--- config.mk ---
export PLATFORM = sky130hd
export DESIGN_NAME = gamepad_input_decoder_flat
export DESIGN_NICKNAME = d
export VERILOG_FILES = /design/src/rtl/gamepad_input_decoder_if.sv /design/src/rtl/gamepad_input_decoder.sv /design/src/flat_wrapper.sv
export SDC_FILE = /design/constraint.sdc
export NUM_CORES = 1
export LEC_CHECK = 0
export ABC_AREA = 1
export CORE_MARGIN = 3
export CORE_UTILIZATION = 49
export DETAILED_ROUTE_END_ITERATION = 10
export GPL_TIMING_DRIVEN = 0
export PLACE_DENSITY = 0.78
export REMOVE_ABC_BUFFERS = 1
export SLEW_MARGIN = 0
export SYNTH_ARGS = -nofsm -noshare
export SYNTH_HDL_FRONTEND = slang
export SYNTH_SLANG_ARGS = --single-unit
--- constraint.sdc ---
create_clock -name clk -period 1.3 [get_ports clk]
set_input_delay 0.13 -clock clk [delete_from_list [all_inputs] [get_ports clk]]
set_output_delay 0.13 -clock clk [all_outputs]
set_load 0.05 [all_outputs]
--- src/rtl/gamepad_input_decoder_if.sv ---
// ============================================================================
// Module   : gamepad_input_decoder_if
// Brief    : Pad pins plus the decoded edge/state bus of one gamepad decoder.
// Revision : 1.0 - initial release
// ============================================================================
`default_nettype none

interface gamepad_input_decoder_if;
  logic       pad_data;
  logic       pad_latch;
  logic       pad_clk;
  logic [9:0] input_data;
  logic [4:0] pad_state;
  logic       poll_done;

  modport master (
    input  pad_data,
    output pad_latch,
    output pad_clk,
    output input_data,
    output pad_state,
    output poll_done
  );

  modport slave (
    output pad_data,
    input  pad_latch,
    input  pad_clk,
    input  input_data,
    input  pad_state,
    input  poll_done
  );
endinterface

`default_nettype wire

--- src/rtl/gamepad_input_decoder.sv ---
// ============================================================================
// Module   : gamepad_input_decoder
// Brief    : Polls an NES-style serial pad and emits press/release edge words.
//            Define GAMEPAD_DEBOUNCE_EN to require two matching polls per commit.
// Revision : 1.0 - initial release
// ============================================================================
`default_nettype none

module gamepad_input_decoder #(
  parameter int CLK_DIV     = 6,
  parameter int POLL_PERIOD = 4096
) (
  input  wire logic                    clk,
  input  wire logic                    reset,
  gamepad_input_decoder_if.master      pad
);

  localparam int CNT_W = (POLL_PERIOD > 1) ? $clog2(POLL_PERIOD) : 1;
  localparam int DIV_W = (CLK_DIV > 1) ? $clog2(CLK_DIV) : 1;

  localparam logic [CNT_W-1:0] c_CNT_LAST = CNT_W'(POLL_PERIOD - 1);
  localparam logic [DIV_W-1:0] c_DIV_LAST = DIV_W'(CLK_DIV - 1);

  localparam logic [2:0] c_IDLE     = 3'd0;
  localparam logic [2:0] c_LATCH    = 3'd1;
  localparam logic [2:0] c_SHIFT_LO = 3'd2;
  localparam logic [2:0] c_SHIFT_HI = 3'd3;
  localparam logic [2:0] c_UPDATE   = 3'd4;

  logic [2:0]       r_state;
  logic [2:0]       w_state_nxt;
  logic [CNT_W-1:0] r_cnt;
  logic [DIV_W-1:0] r_div;
  logic [2:0]       r_bit_idx;
  logic [7:0]       r_shift;
  logic             r_pad_latch;
  logic             r_pad_clk;
  logic [9:0]       r_input_data;
  logic [4:0]       r_pad_state;
  logic             r_poll_done;

  logic             w_poll_start;
  logic             w_phase_end;
  logic [4:0]       w_new;
  logic             w_commit;
  logic             w_unused_shift;

  assign w_poll_start   = (r_cnt == c_CNT_LAST);
  assign w_phase_end    = (r_div == c_DIV_LAST);
  // Serial order is A,B,Sel,Start,Up,Down,Left,Right; repack as {A,R,L,D,U}.
  assign w_new          = {r_shift[0], r_shift[7], r_shift[6], r_shift[5], r_shift[4]};
  assign w_unused_shift = ^r_shift[3:1];

  always_comb begin
    w_state_nxt = r_state;
    case (r_state)
      c_IDLE:     if (w_poll_start) w_state_nxt = c_LATCH;
      c_LATCH:    if (w_phase_end)  w_state_nxt = c_SHIFT_LO;
      c_SHIFT_LO: if (w_phase_end)  w_state_nxt = (r_bit_idx == 3'd7) ? c_UPDATE : c_SHIFT_HI;
      c_SHIFT_HI: if (w_phase_end)  w_state_nxt = c_SHIFT_LO;
      c_UPDATE:                     w_state_nxt = c_IDLE;
      default:                      w_state_nxt = c_IDLE;
    endcase
  end

`ifdef GAMEPAD_DEBOUNCE_EN
  logic [4:0] r_raw;

  assign w_commit = (w_new == r_raw);

  always_ff @(posedge clk) begin
    if (reset) begin
      r_raw <= '0;
    end else if (r_state == c_UPDATE) begin
      r_raw <= w_new;
    end
  end
`else
  assign w_commit = 1'b1;
`endif

  always_ff @(posedge clk) begin
    if (reset) begin
      r_state      <= c_IDLE;
      r_cnt        <= '0;
      r_div        <= '0;
      r_bit_idx    <= '0;
      r_shift      <= '0;
      r_pad_latch  <= 1'b0;
      r_pad_clk    <= 1'b0;
      r_input_data <= '0;
      r_pad_state  <= '0;
      r_poll_done  <= 1'b0;
    end else begin
      r_cnt       <= w_poll_start ? '0 : r_cnt + 1'b1;
      r_state     <= w_state_nxt;
      r_div       <= ((w_state_nxt != r_state) || (r_state == c_IDLE)) ? '0 : r_div + 1'b1;
      // Pin strobes follow the next state so they are glitch-free flops.
      r_pad_latch <= (w_state_nxt == c_LATCH);
      r_pad_clk   <= (w_state_nxt == c_SHIFT_HI);

      r_input_data <= '0;
      r_poll_done  <= 1'b0;

      if (r_state == c_SHIFT_LO && w_phase_end) begin
        r_shift[r_bit_idx] <= ~pad.pad_data;
      end
      if (r_state == c_SHIFT_HI && w_phase_end) begin
        r_bit_idx <= r_bit_idx + 1'b1;
      end

      if (r_state == c_UPDATE) begin
        r_bit_idx   <= '0;
        r_poll_done <= 1'b1;
        if (w_commit) begin
          r_input_data <= {w_new & ~r_pad_state, ~w_new & r_pad_state};
          r_pad_state  <= w_new;
        end
      end
    end
  end

  assign pad.pad_latch  = r_pad_latch;
  assign pad.pad_clk    = r_pad_clk;
  assign pad.input_data = r_input_data;
  assign pad.pad_state  = r_pad_state;
  assign pad.poll_done  = r_poll_done;

endmodule

`default_nettype wire

--- src/flat_wrapper.sv ---
// flat-port wrapper written by rule: the top's interface ports become plain ports
module gamepad_input_decoder_flat 
#(
  parameter int CLK_DIV     = 6,
  parameter int POLL_PERIOD = 4096
)
  (clk, reset, pad_pad_data, pad_pad_latch, pad_pad_clk, pad_input_data, pad_pad_state, pad_poll_done);
  gamepad_input_decoder_if pad_i ();
  input  wire logic clk;
  input  wire logic reset;
  input wire logic [$bits(pad_i.pad_data)-1:0] pad_pad_data;
  output wire logic [$bits(pad_i.pad_latch)-1:0] pad_pad_latch;
  output wire logic [$bits(pad_i.pad_clk)-1:0] pad_pad_clk;
  output wire logic [$bits(pad_i.input_data)-1:0] pad_input_data;
  output wire logic [$bits(pad_i.pad_state)-1:0] pad_pad_state;
  output wire logic [$bits(pad_i.poll_done)-1:0] pad_poll_done;
  assign pad_i.pad_data = pad_pad_data;
  assign pad_pad_latch = pad_i.pad_latch;
  assign pad_pad_clk = pad_i.pad_clk;
  assign pad_input_data = pad_i.input_data;
  assign pad_pad_state = pad_i.pad_state;
  assign pad_poll_done = pad_i.poll_done;
  gamepad_input_decoder #(.CLK_DIV(CLK_DIV), .POLL_PERIOD(POLL_PERIOD)) u_core (.clk(clk), .reset(reset), .pad(pad_i));
endmodule
==> Word level (Yosys, flattened, before mapping) <==
Index checks and enable logic that the tools add are counted.
{ "classes": {"addsub": 3, "order_cmp": 2, "n_eq_ne": 10, "mux": 9, "bitwise_logic": 6, "reduce_logical": 10} }
{ "ops": {"columns": ["operator", "count"], "rows": [
  ["$add A12 B1 Y12 const B", 1],
  ["$eq A12 B12 Y1 const B", 1],
  ["$mux W3", 4],
  ["$and A5 B5 Y5", 2],
  ["$not A5 Y5", 2],
  ["$reduce_or A2 Y1", 5],
  ["$eq A3 B2 Y1 const B", 3],
  ["$eq A3 B3 Y1 const B", 3],
  ["$pmux W3 S3", 1],
  ["$bwmux W8", 1],
  ["$add A3 B1 Y3 const B", 2],
  ["$eq A3 B1 Y1 const B", 2],
  ["$lt A3 B4 Y1 const B", 1],
  ["$demux W1 S3", 1],
  ["$ge A3 B1 Y1 const B", 1],
  ["$logic_and A1 B1 Y1", 3],
  ["$logic_not A3 Y1", 1],
  ["$ne A3 B3 Y1", 1],
  ["$mux W1", 2],
  ["$not A1 Y1", 2],
  ["$logic_or A1 B1 Y1", 1]
]} }
{ "totals": {"ff_bits": 47, "input_bits": 3, "wordCells": 50} }

==> Depth between registers and ports, before layout <==
Gate-level depths: netlist (run 1).
{ "depth": {"depth_word": 7, "depth_mapped": 10, "ltp_nobuf": 10} }

==> Worst setup path after synthesis (run 1) <==
No wires, ideal clock.
{ "synth_path": {"kind": "register -> register", "startpoint": "register u_core.r_bit_idx[0]", "endpoint": "register u_core.r_div[2]", "setup_ns": 0.116, "arrival_ns": 1.175, "required_ns": 1.184, "setup_slack_ns": 0.009, "stages_incl_launch_ff": 9, "path_buffers": 0, "cell_sequence": "dfxtp_1 ha_1 ha_1 nor2_1 a21oi_1 nand2_1 nand3_1 nand3_2 nor2_1"} }
{ "synth_via": {"elab_chain_len": 7} }
{ "synth_lines": {"columns": ["item", "line_no", "text"], "rows": [
  ["start, declared", "gamepad_input_decoder.sv:34", "logic [2:0] r_bit_idx;"],
  ["start signal, assigned", "gamepad_input_decoder.sv:109", "r_bit_idx <= r_bit_idx + 1'b1;"],
  ["$eq A3 B3 Y1", "gamepad_input_decoder.sv:59", "c_SHIFT_LO: if (w_phase_end) w_state_nxt = (r_bit_idx == 3'd7) ? c_UPDATE : c_SHIFT_HI;"],
  ["$mux W3 (2 in a row)", "gamepad_input_decoder.sv:59", null],
  ["$pmux W3 S3", "gamepad_input_decoder.sv:56", "case (r_state)"],
  ["$ne A3 B3 Y1", "gamepad_input_decoder.sv:97", "r_div <= ((w_state_nxt != r_state) || (r_state == c_IDLE)) ? '0 : r_div + 1'b1;"],
  ["$logic_or A1 B1 Y1", "gamepad_input_decoder.sv:97", null],
  ["$reduce_or A2 Y1 (no line)", null, null],
  ["end signal, assigned", "gamepad_input_decoder.sv:97", null],
  ["end, declared", "gamepad_input_decoder.sv:33", "logic [DIV_W-1:0] r_div;"]
]} }
No other way between the ends.
A chain may end at the register's enable or synchronous reset.

==> Worst setup path after layout (run 1) <==
{ "layout_path": {"startpoint": "register u_core.r_div[1]", "endpoint": "register u_core.r_div[0]"} }
{ "layout_via": {"elab_chain_len": 6} }
{ "layout_lines": {"columns": ["item", "line_no", "text"], "rows": [
  ["$eq A3 B3 Y1 (*)", "gamepad_input_decoder.sv:49", "assign w_phase_end = (r_div == c_DIV_LAST);"],
  ["$mux W3 (on tied branches)", "gamepad_input_decoder.sv:58, gamepad_input_decoder.sv:60, gamepad_input_decoder.sv:59", null],
  ["$pmux W3 S3 (*)", "gamepad_input_decoder.sv:56", null],
  ["$ne A3 B3 Y1 (*)", "gamepad_input_decoder.sv:97", null],
  ["$logic_or A1 B1 Y1 (*)", "gamepad_input_decoder.sv:97", null],
  ["$reduce_or A2 Y1 (no line) (*)", null, null]
]} }
Mark *: on every way between the ends. The rest lies on a longest branch, timed or not.

==> results of run 1 <==
[routing by layer]
layer	vias up	share of wire, %	wire length [µm]
li1	763	-	-
met1	705	45	1592
met2	31	49	1756
met3	9	4.0	143
met4	0	1.8	65
met5	-	0	0
[final cells by class]
class | count | area (µm²) | area share [%]
multi-input combinational | 134 | 929.6 | 39.48
tap | 46 | 57.56 | 2.444
timing repair buffer | 25 | 222.7 | 9.458
inverter | 35 | 138.9 | 5.898
clock buffer | 7 | 65.06 | 2.763
clock inverter | 1 | 30.03 | 1.275
sequential | 44 | 910.9 | 38.68
[worst max-delay path by stage]
stage	startpoint	slack [ns]	cells past startpoint	endpoint
after floorplan	u_core.r_bit_idx[0]	0.009	8	u_core.r_div[2]
after detailed placement	reset	-0.39	4	u_core.r_cnt[5]
after global routing	u_core.r_div[1]	-0.09	10	u_core.r_div[1]
after global placement	reset	-0.36	4	u_core.r_cnt[5]
final	u_core.r_div[1]	-0.03	10	u_core.r_div[0]
after CTS	u_core.r_cnt[0]	-0.04	9	u_core.r_div[1]
[cells in the final DEF (no fill, tap or decap), types with 2 or more instances in the layout]
master           netlist  final
dfxtp_1               44     30
inv_1                 30     27
nand2_1               26     19
nor2_1                24     18
a21oi_1               12     12
clkdlybuf4s15_2        0     12
nor3_1                12     11
dfxtp_2                0      9
nand3_2                1      8
nor2_2                 6      7
inv_2                  5      6
nor2_4                 1      6
nor3_2                 5      6
o22ai_1                5      5
clkbuf_4               0      5
buf_4                  1      5
dfxtp_4                0      5
nand2_2                0      4
nand3_1               11      4
ha_4                   0      4
nand2_4                0      3
nand4_1                3      3
clkbuf_2               0      3
buf_2                  1      3
o21ai_1                0      2
a211oi_1               2      2
xnor2_1                2      2
and3_1                 2      2
nor3b_1                3      2
o21ai_2                0      2
a31oi_1                2      2
clkbuf_8               0      2
clkdlybuf4s50_1        0      2
[where the power goes]
group	leakage (nW)	total [mW]	internal [mW]	switching [mW]
clock network	0.0515	0.937	0.511	0.426
registers	0.363	1.36	1.35	0.0106
logic	0.452	0.0503	0.0185	0.0318
total	0.866	2.35	1.88	0.469
[logic make-up (layout without fill, tap and decap cells)]
logic type,Yosys count,after routing,synth area share [%]
simple gates,99,99,28.27
flops,44,44,49.51
buf+inv,38,68,8.720
compound gates,27,27,8.509
fa+ha+maj,5,5,3.516
xor+xnor,3,3,1.477
[synthesized netlist by cell type (all sizes together)]
cell type / count
a211oi: 2
a21oi: 12
a22oi: 1
a31oi: 2
and3: 2
buf: 3
dfxtp: 44
ha: 5
inv: 35
nand2: 26
nand3: 12
nand4: 4
nor2: 31
nor3: 17
nor3b: 3
nor4: 2
o21ai: 5
o22ai: 5
or2: 2
xnor2: 2
xor2: 1
[registers in the layout, indices dropped and copies added, names as in the netlist]
name,flops
u_core.r_state,3
u_core.pad.pad_clk,1
u_core.r_cnt,12
u_core.pad.poll_done,1
u_core.pad.pad_latch,1
u_core.r_bit_idx,3
u_core.pad.pad_state,5
u_core.pad.input_data,10
u_core.r_shift,5
u_core.r_div,3
[per-stage QoR]
step                      util (%)  setup TNS [ns]  worst slack [ns]  std cells
after floorplan                  -               0          0.008867        213
after global placement       58.94          -7.253           -0.3565        279
after detailed placement     58.94          -7.738           -0.3906        279
after CTS                    65.71        -0.06980          -0.03728        290
after global routing         68.94         -0.9426          -0.08576        292
final                        68.94        -0.07925          -0.03059        292
[repair_timing]
action	in CTS	in global routing
resized for setup	85	46
hold buffers	0	0
setup buffers	3	2
pin swaps	13	18
setup endpoints to repair	44	44
==> results.py, run 1 <==
metrics = {
    "outcome": {
        "status": "complete, but fails checks",
        "violations": "setup timing",
    },
    "run": {
        "maxCapViolCount": 0,
    },
    "power": {
        "leakage_nw": 0.8665,
        "pwr_density_cell_mw_per_mm2": 997.2,
        "max-vdd-ir-drop_mv": 0.8695,
        "total_power_mw": 2.348,
    },
    "setup_path": {
        "arrival_ns": 1.63,
        "cp_slowest_stage_delay_ns": 0.35,
        "rrSetupSlack_ns": -0.03,
        "crit_type": "register to register",
        "r2r_cells": 10,
        "r2r-end": "u_core.r_div[0]",
        "start_kind": "register",
        "endpoint_kind": "register",
        "cp.required_ns": 1.60,
        "path_buf_inv": 2,
        "crit_chain": "inv_2, ha_4, nand2_4, inv_6, nor2_1, a21oi_1, nand2_2, nand3_2, nand3_2, nor2_1",
        "r2r-start": "u_core.r_div[1]",
        "critPathSlowestCell": "dfxtp_2",
        "cp_top_family": "simple AND/OR/NAND/NOR gates",
        "cp_max_fo": 6,
    },
    "detailed_routing": {
        "drt-total-wl_um": 3559,
        "drc": 0,
        "avgViaCountPerCell": 5.164,
        "drt_first_iter_violations": 95,
        "drt-pass1-iter-count": 5,
        "avgRoutedWirePerCell_um": 12.19,
        "ant_nets": 0,
        "vias": 1508,
    },
    "finish": {
        "syn2layout_area_growth_pct": 32.35,
        "drive_above_1_share_pct": 39.84,
        "final_nets": 253,
        "fin_area_mm2": 0.002355,
        "antenna_cells": 0,
        "n_fill_cell": 266,
    },
    "clock_network": {
        "clkTransAtPathRegs_ns": 0.12,
        "clock_latency_ns": 0.36,
        "cts_sinks": 44,
        "ctsRootBufferMaster": "clkbuf_4",
        "cts_tree": "done",
        "cts_max_level": 2,
        "cts_buffers": 5,
        "cts_buffer_depth": 2,
    },
    "hold_path": {
        "holdPathStages": 1,
        "hold_end": "u_core.pad.input_data[3]",
        "min_from": "u_core.r_shift[7]",
        "hold_path.class": "register to register",
    },
    "timing": {
        "finalWorstSetupSlack_ns": -0.03059,
        "drv_slew": 0,
        "finalClockSkew_ns": 0.009404,
        "max_slew.worst_pin.slew_ns": 0.5160,
        "rsz0062_at_grt": "yes",
        "fmax_mhz": 751.5,
        "timing.hold.ws_ns": 0.4262,
        "setup_viol": 3,
        "timing.final.crit_share_pct": 102.4,
        "timing_hold_violations_final": 0,
        "fin_crit_ns": 1.331,
        "relSlewSlack_pct": 65.49,
    },
    "synth": {
        "syn_area_mm2": 0.001779,
        "syn_avg_cell_area_um2": 8.237,
        "ys_top_cells_by_area": "dfxtp_1, inv_1, nand2_1",
        "yosys_warnings": 0,
        "seq_area_frac_synth_pct": 49.51,
        "syn_inst": 216,
        "synth_cell_types": 30,
        "ys_seq_elements": 44,
        "yosys.area.top_type": "dfxtp_1",
        "synth_top_cell_area_share_pct": 49.51,
    },
    "die": {
        "dieArea_mm2": 0.004390,
        "die_h_um": 66.26,
        "coreArea_mm2": 0.003416,
        "start_util_pct": 52.09,
        "io_pins": 21,
        "num_rows": 21,
        "die_w_um": 66.26,
    },
    "global_route": {
        "grt-busiest-layer": "met2",
        "grt_usage_pct": 17.28,
        "gr-usage-met1_pct": 22.40,
        "grt_pass1_wl_um": 5844,
        "antenna_found_initial": 0,
        "use_met2_pct": 27.26,
        "grt_util_met3_pct": 4.422,
        "grt_pass1_vias": 1329,
        "grt_max_degree": 16,
        "grt_remaining_overflow": 0,
    },
    "placed_design": {
        "dpl.hpwl_um": 2236,
        "placed_cell_area_mm2": 0.002013,
        "io_buffers": 20,
        "gp_congestion": 0.7713,
    },
}
No activity file was read; power rests on OpenSTA's default activity.
==> inputs of run 2 (changes only) <==
Settings changed: CORE_UTILIZATION 49 to 58, PLACE_DENSITY 0.78 to 0.86, REMOVE_ABC_BUFFERS 1 to not set.
Clock period 1.3 ns to 1.6 ns, I/O delays scaled along.
==> run 2 against run 1 <==
The run now ends clean. Clock skew grew 0.0070 ns. Critical path depth is 9 lower. Sequential power decreased by 19%. Non-clock buffer count shrank 2. Utilization is 5.0 points higher. Via count shrank 6.6%. Critical path type is now register to output port. Largest cell class is now flip-flops and latches. Largest power group unchanged.
==> results.py, run 2 (same netlist as run 1, synthesis figures left out) <==
metrics = {
    "setup_path": {
        "critPathSlowestCell": "dlygate4sd2_1",
        "endpoint_kind": "output port",
        "cp_max_fo": 3,
        "cp.required_ns": 1.44,
        "cp_slowest_stage_delay_ns": 0.54,
        "path_buf_inv": 1,
        "crit_chain": "dlygate4sd2_1",
        "crit_type": "register to output port",
        "cp_top_family": "buffers and inverters",
        "start_kind": "register",
        "arrival_ns": 1.28,
    },
    "clock_network": {
        "cts_max_level": 2,
        "cts_tree": "done",
        "ctsRootBufferMaster": "clkbuf_4",
        "clock_latency_ns": 0.34,
        "cts_sinks": 44,
        "post_cts_buffers": 0,
        "clkTransAtPathRegs_ns": 0.13,
        "cts_buffers": 5,
        "cts_buffer_depth": 2,
    },
    "die": {
        "num_rows": 19,
        "die_h_um": 61.39,
        "dieArea_mm2": 0.003768,
        "io_pins": 21,
        "coreArea_mm2": 0.002829,
        "start_util_pct": 62.89,
        "die_w_um": 61.39,
    },
    "timing": {
        "timing.hold.ws_ns": 0.4305,
        "timing.final.crit_share_pct": 90.04,
        "rsz0062_at_grt": "no",
        "fmax_mhz": 694.1,
        "relSlewSlack_pct": 67.24,
        "drv_slew": 0,
        "setup_viol": 0,
        "max_slew.worst_pin.slew_ns": 0.4933,
        "timing_hold_violations_final": 0,
        "finalSetupTns_ns": 0,
        "finalClockSkew_ns": 0.01644,
        "fin_crit_ns": 1.441,
    },
    "finish": {
        "stdcell_count": 275,
        "mostFrequentLayoutCell": "dfxtp_1",
        "drive_above_1_share_pct": 13.52,
        "final_nets": 251,
        "largest_register_ff_count": 12,
        "syn2layout_area_growth_pct": 17.58,
        "layout_common_cells": "dfxtp_1, inv_1, nand2_1",
        "top_register": "u_core.r_cnt",
        "antenna_cells": 0,
        "multi_input_area_um2": 748.2,
        "seq_area_um2": 882.1,
        "n_fill_cell": 226,
    },
    "detailed_routing": {
        "drt-total-wl_um": 2880,
        "avgRoutedWirePerCell_um": 10.47,
        "vias": 1409,
        "drc": 0,
        "ant_nets": 0,
        "drt-pass1-iter-count": 4,
        "avgViaCountPerCell": 5.124,
        "drt_first_iter_violations": 37,
    },
    "global_route": {
        "grt_remaining_overflow": 0,
        "grt_max_degree": 15,
        "grt_usage_pct": 17.30,
        "grt_pass1_wl_um": 4836,
        "grt_pass1_vias": 1177,
        "antenna_found_initial": 0,
    },
    "power": {
        "leakage_nw": 0.8686,
        "max-vdd-ir-drop_mv": 0.6910,
        "pwr_density_cell_mw_per_mm2": 886.2,
    },
    "synth": {
        "syn-num-nets": 224,
    },
    "placed_design": {
        "gp_congestion": 0.8727,
        "io_buffers": 20,
        "dp_cells": 267,
        "dpl.hpwl_um": 2175,
    },
    "outcome": {
        "status": "complete, no violations",
    },
    "hold_path": {
        "hold_path.class": "register to register",
    },
    "run": {
        "maxCapViolCount": 0,
    },
}
run 2: cell types whose count changed in the layout (fill, tap and decap cells not counted), sizes merged:
cell           previous run  this run
dlygate4sd2               0        18
clkinv                    0         1
clkdlybuf4s15            12         0
buf                       8         3
clkbuf                   10         6
run 2: layout make-up:
cell class,count,share of cell area (%)
Clock inverter,2,1.854
Buffer,3,1.136
Multi-Input combinational cell,134,35.77
Clock buffer,6,2.452
Sequential cell,44,42.16
Timing Repair Buffer,20,8.493
Inverter,35,6.280
Tap cell,31,1.854
run 2: repair_timing:
action,in CTS,in global routing
hold buffers,0,0
setup endpoints to repair,18,6
gates resized for setup,18,3
pin swaps,0,0
run 2: path summary, 6_finish.rpt:
path	start	endpoint	slack [ns]	depth (start not counted)
max reg2reg	u_core.r_bit_idx[0]	u_core.pad.pad_latch	0.17	7
min reg2reg	u_core.r_shift[7]	u_core.pad.input_data[3]	0.43	1
max	u_core.pad.pad_state[1]	pad_pad_state[1]	0.16	1
min	u_core.r_shift[7]	u_core.pad.input_data[3]	0.43	1
run 2: per-layer routing:
layer  track usage (%)  wire [µm]
met1             23.60       1469
met5                 0          0
met3             5.031        113
met2             25.68       1242
met4             7.273         54
run 2: power breakdown:
group | switching [mW] | internal, mW | leakage (nW)
Sequential | 0.00355 | 1.10 | 0.355
Combinational | 0.0231 | 0.0136 | 0.465
Clock | 0.338 | 0.374 | 0.0484
Total | 0.364 | 1.49 | 0.869
run 2: through the flow:
step | area, µm² | utilization (%) | power (mW) | setup slack [ns]
6_report | 2092 | 73.95 | 1.854 | 0.1593
5_1_grt | 2092 | 73.95 | 1.918 | 0.001044
4_1_cts | 2086 | 73.73 | 1.875 | 0.09985
3_5_place_dp | 2018 | 71.34 | 1.167 | 0.02942
3_3_place_gp | 2018 | 71.34 | 1.166 | 0.03992
2_1_floorplan | 1779 | - | 1.153 | 0.3089
==> inputs of run 3 (changes only) <==
Settings changed: CORE_UTILIZATION 58 to 46, PLACE_DENSITY 0.86 to 0.72.
==> run 3 against run 2 <==
Final area up 3.7%. Total power increased by 9.4%. Register-to-register slack barely moved. First-iteration DRC count increased by 140%. Critical path type unchanged. Largest power group unchanged.
==> results.py, run 3 (same netlist as run 1, synthesis figures left out) <==
metrics = {
    "outcome": {
        "status": "complete, no violations",
    },
    "timing": {
        "relSlewSlack_pct": 65.72,
        "timing.hold.ws_ns": 0.4242,
        "fmax_mhz": 637.3,
        "timing_hold_violations_final": 0,
        "finalSetupTns_ns": 0,
        "timing.final.crit_share_pct": 98.07,
        "finalClockSkew_ns": 0.004577,
        "drv_slew": 0,
        "rsz0062_at_grt": "no",
        "fin_crit_ns": 1.569,
        "setup_viol": 0,
        "max_slew.worst_pin.slew_ns": 0.5133,
    },
    "global_route": {
        "grt_pass1_wl_um": 5685,
        "grt_remaining_overflow": 0,
        "grt_usage_pct": 16.37,
        "grt_pass1_vias": 1314,
        "grt_max_degree": 15,
        "antenna_found_initial": 0,
    },
    "detailed_routing": {
        "wl_met3_um": 117,
        "met2WireLength_um": 1413,
        "routed.top_layer": "met4",
        "met1_length_um": 1609,
        "drt-pass1-iter-count": 4,
        "ant_nets": 0,
        "drt-total-wl_um": 3202,
        "drt_first_iter_violations": 89,
        "vias": 1418,
        "drc": 0,
        "avgRoutedWirePerCell_um": 11.04,
        "avgViaCountPerCell": 4.890,
    },
    "run": {
        "maxCapViolCount": 0,
    },
    "placed_design": {
        "gp_congestion": 0.8669,
        "dpl.hpwl_um": 2306,
        "io_buffers": 20,
    },
    "setup_path": {
        "crit_cells": 1,
        "critPathSlowestCell": "clkdlybuf4s50_1",
        "rrSetupSlack_ns": 0.18,
        "r2r-end": "u_core.r_shift[0]",
        "r2r_cells": 8,
        "cp_slowest_stage_delay_ns": 0.79,
        "r2r-start": "u_core.r_div[0]",
        "cp.required_ns": 1.44,
        "endpoint_kind": "output port",
        "crit_type": "register to output port",
        "cp_top_family": "buffers and inverters",
        "path_buf_inv": 1,
        "start_kind": "register",
        "cp_max_fo": 1,
        "arrival_ns": 1.41,
        "crit_chain": "clkdlybuf4s50_1",
        "crit_start": "u_core.pad.pad_clk",
    },
    "die": {
        "die_h_um": 68.19,
        "num_rows": 21,
        "coreArea_mm2": 0.003521,
        "dieArea_mm2": 0.004650,
        "start_util_pct": 50.53,
        "io_pins": 21,
        "die_w_um": 68.19,
    },
    "finish": {
        "syn2layout_area_growth_pct": 21.94,
        "multi_input_area_um2": 748.2,
        "n_fill_cell": 313,
        "top_register": "u_core.r_cnt",
        "mostFrequentLayoutCell": "dfxtp_1",
        "final_nets": 251,
        "largest_register_ff_count": 12,
        "seq_area_um2": 882.1,
        "antenna_cells": 0,
        "drive_above_1_share_pct": 13.52,
        "layout_common_cells": "dfxtp_1, inv_1, nand2_1",
    },
    "clock_network": {
        "clock_latency_ns": 0.29,
        "cts_tree": "done",
        "cts_buffers": 5,
        "cts_max_level": 2,
        "cts_hold_buf": 0,
        "cts_sinks": 44,
        "cts_buffer_depth": 2,
        "ctsRootBufferMaster": "clkbuf_8",
        "clkTransAtPathRegs_ns": 0.08,
    },
    "power": {
        "max-vdd-ir-drop_mv": 0.6428,
        "pwr_density_cell_mw_per_mm2": 934.9,
        "leakage_nw": 0.9169,
    },
    "synth": {
        "syn-num-nets": 224,
    },
    "hold_path": {
        "min_from": "u_core.r_shift[0]",
        "hold_path.class": "register to register",
        "holdPathStages": 1,
        "hold_end": "u_core.pad.input_data[4]",
    },
}
run 3: cell count changes in the layout (fill, tap and decap cells not counted):
cell,previous run,this run
dlygate4sd2_1,18,6
o21ai_1,0,1
o21ai_0,5,4
clkbuf_4,5,0
clkbuf_8,1,6
dlymetal6s2s_1,0,5
clkdlybuf4s50_1,2,9
run 3: final cells by class:
class,count,share of cell area [%]
flip-flops and latches,44,40.66
multi-input cells,134,34.49
repair buffers,20,9.458
inverters,35,6.055
clock buffers,6,3.806
well taps,46,2.653
clock inverters,2,1.788
plain buffers,3,1.096
run 3: repair_timing:
item / in CTS / in global routing
buffers inserted: 0 / 0
gates resized for setup: 6 / 9
endpoints found under the setup margin: 6 / 12
pin swaps: 0 / 0
run 3: worst max path at each step:
stage	slack, ns	end
4_1_cts	0.003	pad_input_data[5]
6_report	0.03	pad_pad_clk
3_5_place_dp	0.01	u_core.r_cnt[6]
5_1_grt	0.00007	pad_pad_clk
3_3_place_gp	0.03	u_core.r_cnt[6]
2_1_floorplan	0.31	u_core.r_div[2]
run 3: report_power, final:
part           internal (mW)  total [mW]  switching (mW)
registers               1.10        1.10         0.00381
logic                 0.0137      0.0371          0.0234
clock network          0.510       0.887           0.377
total                   1.62        2.03           0.404
run 3: metrics by stage:
step           std cells  worst slack, ns  area [µm²]  util [%]  total power [mW]
5_1_grt              290       0.00006517        2170     61.62             2.092
6_report             290          0.03082        2170     61.62             2.028
3_3_place_gp         282          0.02823        2037     57.85             1.166
4_1_cts              290         0.002733        2151     61.09             2.053
3_5_place_dp         282          0.01104        2037     57.85             1.167
2_1_floorplan        216           0.3089        1779         -             1.153
run 3: metal layers:
metal,vias up,GRT usage (%)
li1,759,-
met1,631,21.25
met2,23,24.91
met3,5,4.105
met4,0,8.685
met5,-,0
==> RTL edit (flow settings as in run 1) <==
`POLL_PERIOD` is set to 4096 in 2 places; all go to 16384.
--- a/src/rtl/gamepad_input_decoder.sv
+++ b/src/rtl/gamepad_input_decoder.sv
@@ -10,3 +10,3 @@
   parameter int CLK_DIV     = 6,
-  parameter int POLL_PERIOD = 4096
+  parameter int POLL_PERIOD = 16384
 ) (
--- a/src/flat_wrapper.sv
+++ b/src/flat_wrapper.sv
@@ -4,3 +4,3 @@
   parameter int CLK_DIV     = 6,
-  parameter int POLL_PERIOD = 4096
+  parameter int POLL_PERIOD = 16384
 )
Behaviour: no difference found for any inputs over 10 cycles, from zero or initial values and one cycle with reset high; that may be too few to reach the edited logic, so the function may still have changed.
==> RTL edit against run 1 <==
- non-clock buffer count grew 8
- cell area rose by 16%
- worst setup slack worse by 0.11 ns
- fmax is 7.5% lower
- wire length is 18% higher
- area after synthesis is 12% higher
- power grew 8.8%
- the flow still finishes with violations (negative setup slack)
- sequential cell count rose by 2
- highest routed layer unchanged
==> RTL edit: results (changes against run 1) <==
STA
  • Slack of the critical path: -0.1385 ns (-0.1079 ns)
  • Final setup violation count: 19 (+16)
  • Rel. slew slack: 67.19% (+1.7 points)
  • Worst Skew: 0.005888 ns (-0.003516 ns)
  • Final setup TNS: -1.132 ns (-1.052 ns)

Finish
  • #MultiIn Comb: 142 (+6.0%)
  • FFs & Latches: 46 (+4.5%)
  • Fraction of area in multi-input gates: 41.33% (+1.9 points)
  • Max reg flops: 14 (+2)
  • Buffering overhead: 11.82% (+2.4 points)
  • Clock buffers: 5 (-2)
  • Fraction of layout cells with a size suffix above 1: 43.33% (+3.5 points)
  • ClkCell Share: 4.000% (-0.038 points)
  • Non-clock inverter count: 41 (+17%)
  • Filler cell count: 276 (+3.8%)
  • Multi-input logic area: 0.001125 mm2 (+21%)
  • Final net count: 277 (+9.5%)

Power
  • LEAKAGE: 1.057 nW (+22%)
  • Internal power: 0.002018 W (+7.3%)
  • Clock group power: 0.00105 W (+12%)
  • VDD IR-drop max: 681.4 uV (-22%)

Detailed routing
  • DR WL/cell: 13.18 um (+8.1%)
  • DRT iter0 DRCs: 82 (-14%)
  • Wl on met1: 1.858 mm (+17%)
  • Max Used Layer: met4
  • Met3 wire length: 167 um (+17%)
  • Drt pass-1 iters: 4 (-1)
  • Avg Vias per Cell: 5.066 (-1.9%)

Placement
  • Post-DP Area: 0.002231 mm2 (+11%)
  • Pre-CTS WS: -0.4037 ns (-0.01306 ns)
  • Hpwl dp: 2.397 mm (+7.2%)

Status
  • Failing checks: negative setup slack
  • Status: finished, violations left

Logic synthesis
  • Largest cells by area after synthesis: dfxtp_1, inv_1, nor2_1
  • Sequential area share after synthesis: 46.29% (-3.2 points)
  • Post-synth top cells: dfxtp_1, inv_1, nor2_1, nand2_1

GRT
  • Vias in the first global route: 1417 (+6.6%)
  • Met1 Use GR: 20.69% (-1.7 points)
  • First-pass GRT wire length: 6.396 mm (+9.4%)
  • GR Util All Layers: 16.36% (-0.92 points)
  • Met2 Track Usage GR: 26.06% (-1.2 points)

Critical path
  • Crit path DAT: 1.69 ns (+0.06 ns)
  • Worst reg2reg endpoint: u_core.r_div[2]$_SDFF_PP0_
  • Cell count of the worst reg-to-reg path: 8 (-2)

Hold path
  • Hold EP: u_core.pad.input_data[4]$_SDFF_PP0_
  • Hold Startpoint: u_core.r_shift[0]$_SDFFE_PP0P_

CTS
  • # resized after CTS: 63 (-26%)
  • CTS root buf: clkbuf_8
  • Skew-Pair Late Insertion Delay: 0.30 ns (-0.06 ns)
RTL edit: cell types whose count changed after synthesis, sizes merged, moves of 3 or more:
cell   delta
xnor2     +3
nor3b     -3
nor2      +5
o21ai     +4
inv       +6
nand2     +4
RTL edit: cells by family (layout without fill, tap and decap cells):
family / after synthesis / count (layout) / synth area share (%)
AOI/OAI and AO/OA: 27 / 27 / 9.183
xor gates and xnor gates: 8 / 8 / 3.522
adders and majority gates: 5 / 5 / 3.145
buffers and inverters: 43 / 82 / 8.806
DFF: 46 / 46 / 46.29
and+or+nand+nor: 102 / 102 / 29.06
RTL edit: worst max path at each step:
stage	endpoint	slack (ns)	from	cells past startpoint
2_1_floorplan	u_core.r_cnt[3]$_SDFF_PP0_	-0.14	u_core.r_cnt[0]$_SDFF_PP0_	10
3_3_place_gp	u_core.r_cnt[3]$_SDFF_PP0_	-0.41	reset	6
3_5_place_dp	u_core.r_cnt[3]$_SDFF_PP0_	-0.40	reset	6
4_1_cts	u_core.r_div[0]$_SDFF_PP0_	-0.12	u_core.r_cnt[1]$_SDFF_PP0_	11
5_1_grt	u_core.r_div[0]$_SDFF_PP0_	-0.20	u_core.r_bit_idx[1]$_SDFFE_PP0P_	8
6_report	u_core.r_div[2]$_SDFF_PP0_	-0.14	u_core.r_bit_idx[0]$_SDFFE_PP0P_	8
RTL edit: worst max-delay path: stages, from the launching register on:
cell and delay, ns:
dfxtp_4 0.36, ha_4 0.16, ha_4 0.17, buf_4 0.13
nand2_1 0.07, nand4_1 0.11, nor2_2 0.18, nand3_4 0.11
nor2_1 0.10
RTL edit: through the flow:
step / total power (W) / cells
finish: 0.002554 / 318
floorplan: 0.001480 / 229
global placement: 0.001497 / 297
CTS: 0.002551 / 315
global route: 0.002649 / 318
detailed placement: 0.001498 / 297
